## config.mk

```make
export PLATFORM = sky130hd
export DESIGN_NAME = fixpoint_sched
export DESIGN_NICKNAME = d
export VERILOG_FILES = /design/src/rtl/fixpoint_sched.sv
export SDC_FILE = /design/constraint.sdc
export NUM_CORES = 1
export LEC_CHECK = 0
export ABC_AREA = 0
export BUFFER_PORTS_ARGS = -buffer_cell sky130_fd_sc_hd__clkbuf_2
export CAP_MARGIN = 20
export CELL_PAD_IN_SITES_DETAIL_PLACEMENT = 2
export CELL_PAD_IN_SITES_GLOBAL_PLACEMENT = 2
export CORE_AREA = 2 2 48 94
export CTS_CLUSTER_DIAMETER = 150
export DETAILED_ROUTE_END_ITERATION = 6
export DIE_AREA = 0 0 50 96
export PLACE_DENSITY = 0.93
export REMOVE_ABC_BUFFERS = 1
export SYNTH_ARGS = -nofsm -noshare
export SYNTH_HDL_FRONTEND = slang
export SYNTH_SLANG_ARGS = --single-unit
```

## constraint.sdc

```tcl
create_clock -name clk -period 4.62 [get_ports clk]
set_input_delay 0.462 -clock clk [delete_from_list [all_inputs] [get_ports clk]]
set_output_delay 0.462 -clock clk [all_outputs]
set_load 0.03 [all_outputs]
```

## src/rtl/fixpoint_sched.sv

```systemverilog
// Iterative settle scheduler: feeds a registered state through an external stage until it
// reaches a fixed point or an iteration limit. Macro FIXPOINT_SCHED_OSC_DETECT_EN adds period-2 oscillation detection.
module fixpoint_sched #(
   parameter int W        = 8,
   parameter int MAX_ITER = 4,
   localparam int CW      = $clog2(MAX_ITER + 1)
) (
   input  logic          clk,
   input  logic          rst,
   input  logic          start_valid,
   output logic          start_ready,
   input  logic [W-1:0]  start_data,
   input  logic          abort,
   output logic [W-1:0]  eval_out,
   input  logic [W-1:0]  eval_in,
   output logic          done_valid,
   input  logic          done_ready,
   output logic [W-1:0]  done_data,
   output logic [CW-1:0] done_iters,
   output logic          done_unstable,
   output logic          done_osc
);

   typedef enum logic [1:0] {IDLE, RUN, DONE} state_t;

   state_t        fsm_q;
   logic [W-1:0]  state_q;
   logic [CW-1:0] cnt_q;
   logic          start_ready_q;
   logic          done_valid_q;
   logic [W-1:0]  done_data_q;
   logic [CW-1:0] done_iters_q;
   logic          done_unstable_q;
`ifdef FIXPOINT_SCHED_OSC_DETECT_EN
   logic [W-1:0]  prev_q;
   logic          prev_valid_q;
   logic          done_osc_q;
`endif

   always_ff @(posedge clk or posedge rst) begin
      if (rst) begin
         fsm_q           <= IDLE;
         state_q         <= '0;
         cnt_q           <= '0;
         start_ready_q   <= 1'b1;
         done_valid_q    <= 1'b0;
         done_data_q     <= '0;
         done_iters_q    <= '0;
         done_unstable_q <= 1'b0;
`ifdef FIXPOINT_SCHED_OSC_DETECT_EN
         prev_q          <= '0;
         prev_valid_q    <= 1'b0;
         done_osc_q      <= 1'b0;
`endif
      end else begin
         case (fsm_q)
            IDLE: begin
               if (start_valid) begin
                  state_q       <= start_data;
                  cnt_q         <= '0;
                  start_ready_q <= 1'b0;
                  fsm_q         <= RUN;
`ifdef FIXPOINT_SCHED_OSC_DETECT_EN
                  prev_valid_q  <= 1'b0;
`endif
               end
            end
            RUN: begin
               // Abort outranks every settle/limit decision taken in the same cycle.
               if (abort) begin
                  start_ready_q <= 1'b1;
                  fsm_q         <= IDLE;
               end else if (eval_in == state_q) begin
                  done_data_q     <= state_q;
                  done_iters_q    <= cnt_q;
                  done_unstable_q <= 1'b0;
                  done_valid_q    <= 1'b1;
                  fsm_q           <= DONE;
`ifdef FIXPOINT_SCHED_OSC_DETECT_EN
                  done_osc_q      <= 1'b0;
               end else if (prev_valid_q && (eval_in == prev_q)) begin
                  done_data_q     <= state_q;
                  done_iters_q    <= cnt_q;
                  done_unstable_q <= 1'b1;
                  done_osc_q      <= 1'b1;
                  done_valid_q    <= 1'b1;
                  fsm_q           <= DONE;
`endif
               end else if (cnt_q == CW'(MAX_ITER)) begin
                  done_data_q     <= state_q;
                  done_iters_q    <= CW'(MAX_ITER);
                  done_unstable_q <= 1'b1;
                  done_valid_q    <= 1'b1;
                  fsm_q           <= DONE;
`ifdef FIXPOINT_SCHED_OSC_DETECT_EN
                  done_osc_q      <= 1'b0;
`endif
               end else begin
                  state_q <= eval_in;
                  cnt_q   <= cnt_q + 1'b1;
`ifdef FIXPOINT_SCHED_OSC_DETECT_EN
                  prev_q       <= state_q;
                  prev_valid_q <= 1'b1;
`endif
               end
            end
            DONE: begin
               if (abort || done_ready) begin
                  done_valid_q  <= 1'b0;
                  start_ready_q <= 1'b1;
                  fsm_q         <= IDLE;
               end
            end
            default: begin
               done_valid_q  <= 1'b0;
               start_ready_q <= 1'b1;
               fsm_q         <= IDLE;
            end
         endcase
      end
   end

   assign start_ready   = start_ready_q;
   assign eval_out      = state_q;
   assign done_valid    = done_valid_q;
   assign done_data     = done_data_q;
   assign done_iters    = done_iters_q;
   assign done_unstable = done_unstable_q;
`ifdef FIXPOINT_SCHED_OSC_DETECT_EN
   assign done_osc      = done_osc_q;
`else
   assign done_osc      = 1'b0;
`endif

endmodule

```

# Word level (Yosys, flattened, before mapping)
# Index checks and enable logic that the tools add are counted.
# Widths: inputs -> output; s select.
[totals] reg_bits=27 inputBits=21 output_inout_bits=23 word_cells=62
[op_classes] addsub=1 n_eq_ne=12 mux=30 n_bitwise=2 reduce_logical=9
[op_table] operator="$mux 8" n=6
[op_table] operator="$mux 3" n=6
[op_table] operator="$pmux 8 s2" n=1
[op_table] operator="$ne 2x2->1 const B" n=6
[op_table] operator="$mux 2" n=5
[op_table] operator="$reduce_and 3->1" n=3
[op_table] operator="$eq 8x8->1" n=1
[op_table] operator="$mux 1" n=8
[op_table] operator="$pmux 1 s3" n=2
[op_table] operator="$pmux 2 s3" n=1
[op_table] operator="$pmux 3 s2" n=1
[op_table] operator="$reduce_and 5->1" n=1
[op_table] operator="$ne 4x4->1 const B" n=1
[op_table] operator="$reduce_and 4->1" n=1
[op_table] operator="$reduce_bool 2->1" n=2
[op_table] operator="$add 3x1->3 const B" n=1
[op_table] operator="$eq 3x3->1 const B" n=1
[op_table] operator="$ne 3x3->1 const B" n=1
[op_table] operator="$eq 2x1->1 const B" n=1
[op_table] operator="$eq 2x2->1 const B" n=1
[op_table] operator="$logic_not 2->1" n=1
[op_table] operator="$not 1->1" n=2
[op_table] operator="$logic_or 1x1->1" n=1

# Logic depth before layout (Yosys ltp)
[depth] ltp_word=5 ltp_mapped=7

# Worst setup path after synthesis
# Ideal clock, no wire load.
[synth_timing] path_type="register -> register" from="register cnt_q[0]" to="register state_q[0] (netlist: eval_out[0])" setup_ps=125 arrival_time_ps=1727 required_time_ps=4495 slack_ps=2768 path_stages_with_launch=8 synth_period_minus_slack_ps=1852 path_cell_list="dfrtp_1 -> inv_1 -> ha_1 -> and2_1 -> or3_4 -> o21a_1 -> buf_6 -> mux2_4"
[synth_between] elab_chain_len=3
[synth_rtl] item="start: declaration" line="28" rtl="logic [CW-1:0] cnt_q;"
[synth_rtl] item="start signal: assignment" line="100" rtl="cnt_q <= cnt_q + 1'b1;"
[synth_rtl] item="$eq 3x3->1" line="89" rtl="end else if (cnt_q == CW'(MAX_ITER)) begin"
[synth_rtl] item="$ne 2x2->1 (no line)"
[synth_rtl] item="$reduce_and 5->1 (no line)"
[synth_rtl] item="end signal: assignment" line="59" rtl="state_q <= start_data;"
[synth_rtl] item="end signal: assignment" line="99" rtl="state_q <= eval_in;"
[synth_rtl] item="end: declaration" line="27" rtl="logic [W-1:0] state_q;"
# No other way between the ends.
# A chain may end at the register's enable or synchronous reset.

# Worst setup path in the final report
[layout_timing] from="register cnt_q[0]" to="register state_q[2] (netlist: eval_out[2])"
# The elaborated chain is that of the path after synthesis.

==> flow_summary.toml <==
[status]
status = "finished clean"

[routing]
detail-route-antenna-nets = 0
first_pass_iters = 4
detail_route.wl_per_cell_um = 16.6
route.detailed.drc = 0
vias = 981
vias_per_cell = 4.83
drt_iter0_drc = 7
finalWirelength_um = 3380

[timing]
hold_viol = 0
fin_crit_sh_pct = 47.0
maxSlewHeadroom_pct = 53.8
drv_slew = 0
tns_ns = 0
skew_ns = 0.00221
rsz0062_at_grt = "no"
min_period_ns = 2.17
fmax_mhz = 461
tightest_slew_ns = 0.687
setup_viol = 0

[cells_and_area]
syn2layout_area_growth_pct = 24.5
final_layout_size_suffix_gt1_share_pct = 43.7
antenna_cells = 0
final_common_cell = "clkbuf_2"
fin_cells = 203
fillCellCount = 437
fin_nets = 175
final_cell_mix = "clkbuf_2 (42), dfrtp_1 (26), mux2_1 (14)"

[clock_tree]
cts_resized = 0
cts_tree = "built"
clock-sinks = 27
h-tree-depth = 1
clk_pin_slew_ns = 0.09
cts_made_buffers = 3
clk_path_buf_depth = 2
cts_root_buffer = "clkbuf_8"
cts_hold_buf = 0
clock_latency_ns = 0.28
post-cts-setup-buffers = 0

[floorplan]
core_um2 = 4090
start_util_pct = 32.8
dieWidth_um = 50
die-area_um2 = 4800
rows = 33
die_h_um = 96
pin_count = 44

[critical_path]
crit_required_ns = 4.79
critPathMaxFanout = 10
crit_path_end_kind = "flop"
path_cells = "inv_1 > ha_1 > and2_1 > or3_4 > o21a_1 > mux2_4"
crit_path_start_kind = "flop"
max_stage_delay_ns = 0.43
cp.arrival_ns = 2.34
crit_type = "flop to flop"
rr_worst_depth = 6
cp_slowest_cell = "dfrtp_1"

[synthesis]
synth_seq_cells = 27
yosys_warnings = 0
synth_top_cell_by_area = "dfrtp_1"
yosysTopAreaCellShare_pct = 48.6
synthCells = 107
netlist_top_cells_area = "dfrtp_1 (49%), mux2_1 (12%), mux2_4 (9.0%), xnor2_1 (5.2%), mux2_2 (2.5%)"
syn_area_um2 = 1340
synth_seq_area_share_pct = 50.5
postSynthAreaPerCell_um2 = 12.5
synth_cell_types = 32

[grt]
grt_first_pass_wirelength_um = 5440
overflow = 0
grt.total_usage_pct = 15.6
grt_pass1_vias = 1047
antenna_found_initial = 0
grt_max_degree = 28

[placed_design]
gp_congestion = 0.738
dp_hpwl_um = 2660
io_buffers = 42
placed_cells = 197

[job]
drv_cap = 0

[hold_path]
min_path_type = "input pin to asynchronous set/reset pin"

[power_and_ir_drop]
irDropWorstVdd_uv = 225
leakage_uw = 0.000847
power_density_nw_per_um2 = 566
-- Yosys cell counts (all sizes together) --
library cell,count
a21oi,2
a22o,2
and2,1
buf,4
conb,1
dfrtp,26
dfstp,1
ha,2
inv,6
mux2,25
mux2i,2
nand2,5
nand3,1
nand4,2
nor2,8
nor3b,1
nor4,1
o211ai,1
o21a,2
o21ai,3
o31ai,1
or2,1
or3,1
xnor2,8
-- registers in the layout (all words and copies together) (netlist names) --
signal / count
done_iters: 3
done_data: 8
fsm_q: 2
start_ready: 1
done_unstable: 1
eval_out: 8
cnt_q: 3
done_valid: 1
-- worst max-delay path: cells and delay by family, from the launching register on --
family	cells	cell delay, ns
and+or+nand+nor	2	0.55
DFF	1	0.43
AOI/OAI and AO/OA	1	0.42
muxes	1	0.39
adders and majority gates	1	0.21
buffers and inverters	1	0.07
-- metrics by stage --
step,hold WS (ns),setup slack (ns),util (%),power [uW],area (um^2)
after floorplan,0.463,2.69,-,679,1310
after global placement,0.477,2.34,38.8,797,1590
after detailed placement,0.480,2.22,38.8,814,1590
after CTS,0.445,2.25,39.9,957,1630
after global routing,0.0654,2.36,40.8,1000,1670
final,0.0649,2.45,40.8,945,1670
-- worst paths after layout --
kind | slack [ns] | start | endpoint
worst max-delay path | 2.45 | cnt_q[0]$_DFFE_PP0P_ | eval_out[2]$_DFFE_PP0P_
worst min-delay path | 0.06 | rst | done_iters[0]$_DFFE_PP0P_
worst max register to register | 2.45 | cnt_q[0]$_DFFE_PP0P_ | eval_out[2]$_DFFE_PP0P_
worst min register to register | 0.50 | done_data[1]$_DFFE_PP0P_ | done_data[1]$_DFFE_PP0P_
max in group asynchronous | 4.08 | rst | start_ready$_DFFE_PP1P_
min in group clk | 0.48 | done_ready | fsm_q[1]$_DFFE_PP0P_
-- power breakdown --
| group | internal [uW] | total, uW | switching [uW] |
|---|---|---|---|
| Sequential | 312 | 385 | 73.3 |
| Clock | 60.6 | 137 | 76.0 |
| Combinational | 171 | 423 | 251 |
-- cell families after synthesis --
family	share of synthesized area (%)
mux	24.7
flops	50.5
simple gates	8.12
compound gates	5.42
buf+inv	3.83
xor+xnor	5.23
fa+ha+maj	1.87
other cells	0.280
-- layer usage --
layer	vias to the layer above	global-route usage (%)	share of wire (%)
met5	-	0	0
met4	0	9.26	2.4
met3	5	1.86	3.7
met2	29	28.8	58
met1	496	16.5	36
li1	451	-	-
-- layout make-up --
class,instances,area [um^2],area share (%)
repair buffers,44,245,14.7
multi-input cells,70,612,36.7
well taps,52,65.1,3.90
clock inverters,1,5.00,0.300
clock buffers,3,41.3,2.48
inverters,6,22.5,1.35
flip-flops and latches,27,677,40.6
No activity file was read; power rests on OpenSTA's default activity.
